## src/rtl/adc_capture_sequencer.sv

```systemverilog
// adc_capture_sequencer: drives the AD9244 streaming block's control word, flushes
// its pipeline after enable, and frames its sample stream into fixed-length AXIS
// packets with TLAST. The source cannot be stalled, so a 1-deep output register
// absorbs one sample and anything arriving while it is blocked is counted as a drop.
module adc_capture_sequencer #(
    parameter int C_AXIS_TDATA_WIDTH = 16,
    parameter int C_SETTLE_CYCLES    = 8
) (
    input  logic                          m00_axis_aclk,
    input  logic                          m00_axis_aresetn,
    input  logic                          cfg_start,
    input  logic                          cfg_stop,
    input  logic [15:0]                   cfg_frame_len,
    input  logic [15:0]                   cfg_num_frames,
    input  logic                          cfg_test_mode,
    output logic [3:0]                    adc_control,
    input  logic [31:0]                   adc_status,
    input  logic                          s00_axis_tvalid,
    input  logic [C_AXIS_TDATA_WIDTH-1:0] s00_axis_tdata,
    output logic                          m00_axis_tvalid,
    output logic [C_AXIS_TDATA_WIDTH-1:0] m00_axis_tdata,
    output logic                          m00_axis_tlast,
    input  logic                          m00_axis_tready,
    output logic                          busy,
    output logic                          done,
    output logic                          err_cfg,
    output logic                          otr_seen,
    output logic [15:0]                   frames_done,
    output logic [15:0]                   drop_cnt
);

    typedef enum logic [2:0] {
        IDLE,
        CLEAR,
        SETTLE,
        STREAM,
        FLUSH
    } state_t;

    localparam logic [7:0] SETTLE_LAST = 8'(C_SETTLE_CYCLES - 1);

    state_t      state;
    logic [15:0] frame_len;
    logic [15:0] num_frames;
    logic [15:0] sample_cnt;
    logic [7:0]  settle_cnt;
    logic        stop_pending;

    logic        out_free;
    logic        at_last;
    logic [15:0] frames_next;
    logic        status_unused;

    // Drop counter must stick at all-ones rather than wrap.
    function automatic logic [15:0] sat_inc16(input logic [15:0] val);
        return (val == 16'hFFFF) ? val : val + 16'd1;
    endfunction

    // Output register can take a new sample when empty or emptying this cycle.
    assign out_free      = !m00_axis_tvalid || m00_axis_tready;
    assign at_last       = (sample_cnt == frame_len - 16'd1);
    assign frames_next   = frames_done + 16'd1;
    // Only the OTR flag is used; overrun is replaced by local drop accounting.
    assign status_unused = ^{adc_status[31:3], adc_status[1:0]};

    // Capture FSM with registered control word, framing register and status counters.
    always_ff @(posedge m00_axis_aclk or negedge m00_axis_aresetn) begin
        if (!m00_axis_aresetn) begin
            state           <= IDLE;
            frame_len       <= '0;
            num_frames      <= '0;
            sample_cnt      <= '0;
            settle_cnt      <= '0;
            stop_pending    <= 1'b0;
            adc_control     <= '0;
            m00_axis_tvalid <= 1'b0;
            m00_axis_tdata  <= '0;
            m00_axis_tlast  <= 1'b0;
            busy            <= 1'b0;
            done            <= 1'b0;
            err_cfg         <= 1'b0;
            otr_seen        <= 1'b0;
            frames_done     <= '0;
            drop_cnt        <= '0;
        end else begin
            done <= 1'b0;
            if (m00_axis_tvalid && m00_axis_tready) begin
                m00_axis_tvalid <= 1'b0;
            end
            case (state)
                IDLE: begin
                    adc_control <= {cfg_test_mode, 3'b000};
                    if (cfg_start) begin
                        if (cfg_frame_len == 16'd0) begin
                            err_cfg <= 1'b1;
                        end else begin
                            frames_done  <= '0;
                            drop_cnt     <= '0;
                            otr_seen     <= 1'b0;
                            err_cfg      <= 1'b0;
                            frame_len    <= cfg_frame_len;
                            num_frames   <= cfg_num_frames;
                            sample_cnt   <= '0;
                            settle_cnt   <= '0;
                            stop_pending <= 1'b0;
                            busy         <= 1'b1;
                            adc_control  <= {cfg_test_mode, 3'b110};
                            state        <= CLEAR;
                        end
                    end
                end
                CLEAR: begin
                    if (cfg_stop) begin
                        adc_control <= {cfg_test_mode, 3'b000};
                        state       <= FLUSH;
                    end else begin
                        adc_control <= {cfg_test_mode, 3'b001};
                        state       <= SETTLE;
                    end
                end
                SETTLE: begin
                    adc_control <= {cfg_test_mode, 3'b001};
                    if (cfg_stop) begin
                        adc_control <= {cfg_test_mode, 3'b000};
                        state       <= FLUSH;
                    end else if (s00_axis_tvalid) begin
                        if (settle_cnt == SETTLE_LAST) begin
                            settle_cnt <= '0;
                            state      <= STREAM;
                        end else begin
                            settle_cnt <= settle_cnt + 8'd1;
                        end
                    end
                end
                STREAM: begin
                    adc_control <= {cfg_test_mode, 3'b001};
                    if (adc_status[2]) begin
                        otr_seen <= 1'b1;
                    end
                    if (cfg_stop) begin
                        stop_pending <= 1'b1;
                    end
                    if (s00_axis_tvalid) begin
                        if (out_free) begin
                            m00_axis_tvalid <= 1'b1;
                            m00_axis_tdata  <= s00_axis_tdata;
                            m00_axis_tlast  <= at_last;
                            if (at_last) begin
                                sample_cnt  <= '0;
                                frames_done <= frames_next;
                                if (stop_pending || cfg_stop ||
                                    (num_frames != 16'd0 && frames_next == num_frames)) begin
                                    adc_control <= {cfg_test_mode, 3'b000};
                                    state       <= FLUSH;
                                end
                            end else begin
                                sample_cnt <= sample_cnt + 16'd1;
                            end
                        end else begin
                            drop_cnt <= sat_inc16(drop_cnt);
                        end
                    end
                end
                FLUSH: begin
                    adc_control <= {cfg_test_mode, 3'b000};
                    if (out_free) begin
                        busy         <= 1'b0;
                        done         <= 1'b1;
                        stop_pending <= 1'b0;
                        state        <= IDLE;
                    end
                end
                default: begin
                    state <= IDLE;
                end
            endcase
        end
    end

endmodule

```

## config.mk

```make
export PLATFORM = sky130hd
export DESIGN_NAME = adc_capture_sequencer
export DESIGN_NICKNAME = d
export VERILOG_FILES = /design/src/rtl/adc_capture_sequencer.sv
export SDC_FILE = /design/constraint.sdc
export NUM_CORES = 1
export LEC_CHECK = 0
export ABC_AREA = 1
export CORE_ASPECT_RATIO = 0.9
export CORE_UTILIZATION = 45
export CTS_CLUSTER_SIZE = 16
export DETAILED_ROUTE_END_ITERATION = 7
export PLACE_DENSITY_LB_ADDON = 0.2
export SLEW_MARGIN = 15
export SYNTH_ARGS = -nofsm -noshare
export SYNTH_HDL_FRONTEND = slang
export SYNTH_SLANG_ARGS = --single-unit
```

## constraint.sdc

```tcl
create_clock -name m00_axis_aclk -period 3 [get_ports m00_axis_aclk]
set_clock_uncertainty 0.15 [all_clocks]
set_input_delay 0.3 -clock m00_axis_aclk [delete_from_list [all_inputs] [get_ports m00_axis_aclk]]
set_output_delay 0.3 -clock m00_axis_aclk [all_outputs]
set_load 0.02 [all_outputs]
```

Word-level counts from Yosys, hierarchy flattened
Cells that the tools add are included.

Flip-flop bits (word level): 118. Bits in latches: 0. Bits in writable memories: 0. Bits in read-only memories: 0. Bits of input ports: 87. Output and inout bits: 58. Memories: 0.

$add $sub $neg: 5. Multiply operators: 0. Div/mod/pow operators: 0. Order comparisons: 0. Equal/unequal tests: 23. Shift-type cells: 0. Mux-type cells: 57. Bitwise logic cells: 1. Reduce and logical (&&, ||, !) cells: 26.

Operator list (number): $mux 16 (11); $pmux 16 s2 (3); $add 16x1->16 const B (3); $mux 8 (5); $mux 3 (13); $eq 16x16->1 (2); $ne 2x2->1 const B (13); $mux 1 (19); $eq 16x16->1 const B (1); $logic_not 16->1 (1); $pmux 4 s4 (1); $pmux 8 s2 (1); $reduce_bool 16->1 (1); $sub 16x1->16 const B (1); $pmux 3 s5 (1); $reduce_and 5->1 (3); $reduce_and 6->1 (2); $reduce_and 9->1 (1); $add 8x1->8 const B (1); $eq 8x3->1 const B (1); $reduce_and 4->1 (2); $eq 3x2->1 const B (2); $ne 3x3->1 const B (2); $reduce_and 3->1 (2); 14 further kinds (20).

Depth between registers and ports, before layout
Depth after elaboration: 9. Depth in mapped cells: 16. Mapped depth without buffers: 16.

Worst setup path after synthesis
OpenSTA, ideal clock, no wires.

Kind: register to register. Start point: reg frame_len[0]. End point: reg frames_done[12]. Setup time: 0.119 ns. Arrival: 1.958 ns. Data required time: 2.731 ns. Path slack: 0.773 ns. Cell stages (with the launch flop): 15. Path buffers: 1. Cell sequence: dfrtp_1 > inv_1 > ha_1 > nand2_4 > nor2_4 > o21ai_1 > nand2_1 > nand3_1 > nor2_2 > nand2_4 > nor2_8 > o21ai_4 > buf_6 > nand2_1 > o21ai_2.

Longest elaborated chain between the ends: 4.

Ends and longest elaborated chain: from (decl) (RTL line 43) `logic [15:0] frame_len;`; from (signal assigned) (RTL line 101) `frame_len <= cfg_frame_len;`; $sub 16x1->16 (RTL line 61) `assign at_last = (sample_cnt == frame_len - 16'd1);`; $eq 16x16->1 (RTL line 61); $ne 2x2->1 (no line); $reduce_and 6->1 (no line); to (signal assigned) (RTL line 150) `frames_done <= frames_next;`; to (decl) (RTL line 28) `output logic [15:0] frames_done,`.

No other way between the ends. A chain may end at the register's enable or synchronous reset.

Worst setup path in the final report
Start point: reg frame_len[0]. End point: reg frames_done[7].

The elaborated chain is that of the path after synthesis.

==> results.rst <==
.. list-table::
   :header-rows: 1

   * - Metric
     - Value
   * - Outcome
     - completed
   * - Setup repair after global routing missed its margin
     - false
   * - Leakage dissipation
     - 3.98 nW
   * - Width of the chip
     - 133 um
   * - Clock edge transition at the registers on the reported setup and hold paths
     - ~60 ps
   * - Required time of the worst setup path
     - 3140 ps
   * - Post-route setup TNS
     - 0 ps
   * - Pwr dens
     - 815 nW/um2
   * - Final setup fails
     - 0
   * - Slew Limit Headroom
     - 48.7%
   * - Area added between synthesis and finish
     - 28.6%
   * - Antenna violations before repair
     - 0
   * - Final worst path period need
     - between 2000 and 3000 ps
   * - Share of the yosys chip area belonging to registers
     - a little over two fifths
   * - Endpoint class of the critical path
     - register
   * - Detailed placer's ending HPWL
     - 12.1 mm
   * - Post-synth net total
     - ~1000
   * - Max Fanout on Critical Path
     - 27
   * - Number of detailed-route iterations in the first pass
     - 5
   * - Hold crit path type
     - input pin to register
   * - Clock insertion delay at the later pin of the skew report
     - ~420 ps
   * - Primary flip-flop cell chosen by synthesis mapping
     - dfrtp_1
   * - Post-CTS Setup Repair Bufs
     - 0
   * - Layout net count
     - around 1200
   * - Share of flip-flops with an asynchronous set or reset after synthesis
     - between 90% and 100%
   * - Synthesized area per cell
     - about 7.4 um2
   * - Library cells used by synthesis
     - 48
   * - Leading post-synthesis cells by cell area
     - dfrtp_1, nand2_1, nor2_1, inv_1, nand3_1
   * - Number of diodes added for antenna fixing
     - 0
   * - Number of placement rows
     - 42
   * - Gr ovfl total
     - 0
   * - Final Routed Wirelength
     - 17.0 mm
   * - Global placement routability congestion
     - 0.898
   * - Count of boundary I/O pins
     - 145
   * - Top cell type's share of synthesized area
     - 42.4%
   * - Vias post-DR
     - 6373
   * - Quantity of hold-fixing buffers added after cts
     - 1
   * - Number of buffers between clock root and the deepest sink
     - 2
   * - Overall die area
     - 15900 um2
   * - Global-route total usage across every layer
     - 23.0%
   * - # port buffers
     - 113
   * - Worst VDD drop
     - roughly 0.00046 V
   * - Slew Limit Fails
     - 0
   * - Cell Area, Synth
     - 6910 um2
   * - Area of all placed cells without fillers
     - 8890 um2
   * - Cell type with the highest aggregate area in the netlist
     - dfrtp_1
   * - Iteration-0 DRC Markers
     - 442
   * - TritonCTS clock tree
     - yes
   * - Endpoints failing hold
     - 0
   * - Initial cell density of the core
     - 46.5%
   * - Number of buffers inserted during clock tree synthesis
     - 17
   * - Final period util
     - 86.6%
   * - Peak Freq
     - 385 MHz
   * - Maximum capacitance violations
     - 0
   * - Wire length per cell
     - roughly 13 um
   * - Number of warnings issued by yosys
     - 0
   * - Number of vias per cell after detailed routing
     - 4.99
   * - Wire length of the first global-routing pass
     - 28.8 mm
   * - Commonest non-fill, non-tap cell in the layout
     - nand2_1
   * - Startpoint type of the worst setup path
     - register
   * - CTS H-tree lvls
     - 4
   * - Sinks on the clock net
     - 117
   * - Worst Path Arrival
     - 2740 ps
   * - Synthesized instance count
     - 940
   * - Tightest Pin Transition
     - ~770 ps
   * - Chip height
     - between 100 and 150 um
   * - DRC violations left
     - 0
   * - Commonest cells after routing, fill and taps aside
     - nand2_1, dfrtp_1, clkdlybuf4s50_1
   * - Root cell of the clock tree
     - clkbuf_16
   * - Post-DP Area
     - about 8300 um2
   * - #FFs+latches synth
     - 117
   * - Number of synthesized flops with an enable pin
     - 0
   * - Vias in the first global route
     - ~6000
   * - Number of gates given a new drive strength after cts
     - 0
   * - # fillers
     - 1370
   * - Critical path type
     - register to register
   * - Floorplan core area
     - 14900 um2
   * - Largest net degree at the start of global routing
     - 61
   * - Fraction of layout cells with a size suffix above 1
     - under 10%
   * - Remaining antenna violation count after routing
     - 0
[per-stage QoR]
| step | total power [mW] | util [%] | setup WS (ps) | hold WS, ps | cells |
|---|---|---|---|---|---|
| 3_3_place_gp | 5.26 | 55.8 | 309 | 284 | 1243 |
| 5_1_grt | 7.78 | 59.8 | 187 | 265 | 1276 |
| 2_1_floorplan | 4.38 | - | 773 | -146 | 940 |
| 3_5_place_dp | 5.28 | 55.8 | 271 | 286 | 1243 |
| 6_report | 7.24 | 59.8 | 403 | 261 | 1276 |
| 4_1_cts | 7.31 | 59.8 | 398 | 243 | 1276 |
[synth_stat cells (2+ instances only)]
| master | number |
|---|---|
| a31oi_1 | 3 |
| o21ai_0 | 43 |
| nor2_4 | 6 |
| nand4_1 | 19 |
| dfrtp_1 | 117 |
| xnor3_1 | 3 |
| clkbuf_1 | 10 |
| nand2_4 | 3 |
| a21oi_1 | 12 |
| ha_1 | 5 |
| nand2_2 | 3 |
| nand3_2 | 2 |
| xnor2_1 | 14 |
| nor3_1 | 18 |
| inv_1 | 89 |
| buf_2 | 7 |
| or2_2 | 2 |
| nand3b_1 | 8 |
| nor4_1 | 4 |
| nor2_2 | 6 |
| buf_4 | 2 |
| clkinv_1 | 2 |
| nor2_1 | 107 |
| nor3_2 | 2 |
| o31ai_1 | 8 |
| nand2_1 | 320 |
| nor2_8 | 2 |
| nand3_1 | 65 |
| buf_6 | 3 |
| inv_2 | 4 |
| o21bai_1 | 2 |
| o21ai_1 | 3 |
| xor2_1 | 19 |
| o21ai_2 | 13 |
[kinds of logic (layout without fill, tap and decap cells)]
logic type | Yosys count | count (layout) | share of synthesized area (%)
buffers and inverters | 119 | 257 | 7.06
XOR/XNOR | 36 | 36 | 5.16
AND/OR/NAND/NOR | 570 | 570 | 36.1
AO/OA/AOI/OAI | 92 | 92 | 8.27
multiplexers | 1 | 1 | 0.163
adder cells (fa/ha/maj) | 5 | 5 | 0.905
flip-flops | 117 | 117 | 42.4
[power by group]
group	internal [mW]	leakage, nW	switching (mW)	total, mW
registers	1.98	1.54	0.337	2.32
logic	1.11	2.16	1.82	2.94
clock network	1.25	0.274	0.742	1.99
total	4.34	3.98	2.90	7.24
[sequential cells by signal (all words and copies together) (netlist names)]
signal           cells
adc_control          3
busy                 1
done                 1
drop_cnt            16
err_cfg              1
frame_len           16
frames_done         16
m00_axis_tdata      16
m00_axis_tlast       1
m00_axis_tvalid      1
num_frames          16
otr_seen             1
sample_cnt          16
settle_cnt           8
state                3
stop_pending         1
[path summary, 6_finish.rpt]
| kind | startpoint | cells past startpoint | endpoint | slack, ps |
|---|---|---|---|---|
| min reg2reg | m00_axis_tdata[13]$_DFFE_PN0P_ | 2 | m00_axis_tdata[13]$_DFFE_PN0P_ | 320 |
| max | frame_len[0]$_DFFE_PN0P_ | 14 | frames_done[7]$_DFFE_PN0P_ | 400 |
| max in group asynchronous | m00_axis_aresetn | 3 | settle_cnt[6]$_DFFE_PN0P_ | 1550 |
| min | s00_axis_tdata[3] | 3 | m00_axis_tdata[3]$_DFFE_PN0P_ | 260 |
| max reg2reg | frame_len[0]$_DFFE_PN0P_ | 14 | frames_done[7]$_DFFE_PN0P_ | 400 |
| min in group asynchronous | m00_axis_aresetn | 2 | frames_done[8]$_DFFE_PN0P_ | 370 |
[layer usage]
layer	wire, um	vias up	GRT usage (%)	share of wire [%]
li1	-	3262	-	-
met1	8420	2943	32.3	49
met2	7310	152	34.1	43
met3	1050	16	6.29	6.2
met4	242	0	8.12	1.4
met5	0	-	0	0
[worst max-delay path, stage by stage, from the launching register on]
cell and delay, ps:
dfrtp_1 390, inv_1 190, ha_1 340, nand2_4 130, nor2_4 140, nand2_1 80, nand3_1 70, nand2_1 60
nor2_2 110, nand3_2 120, nor2_8 210, o21ai_4 60, buf_4 240, nand2_1 120, o21ai_2 50
[cell type report]
cell class,instances,area [um2],share of cell area (%)
multi-input combinational,704,3510,39.5
sequential,117,2930,32.9
timing repair buffer,129,1260,14.2
inverter,96,363,4.08
clock inverter,11,128,1.44
clock buffer,21,450,5.07
tap,198,248,2.79
Power figures use the tool's default switching activity.
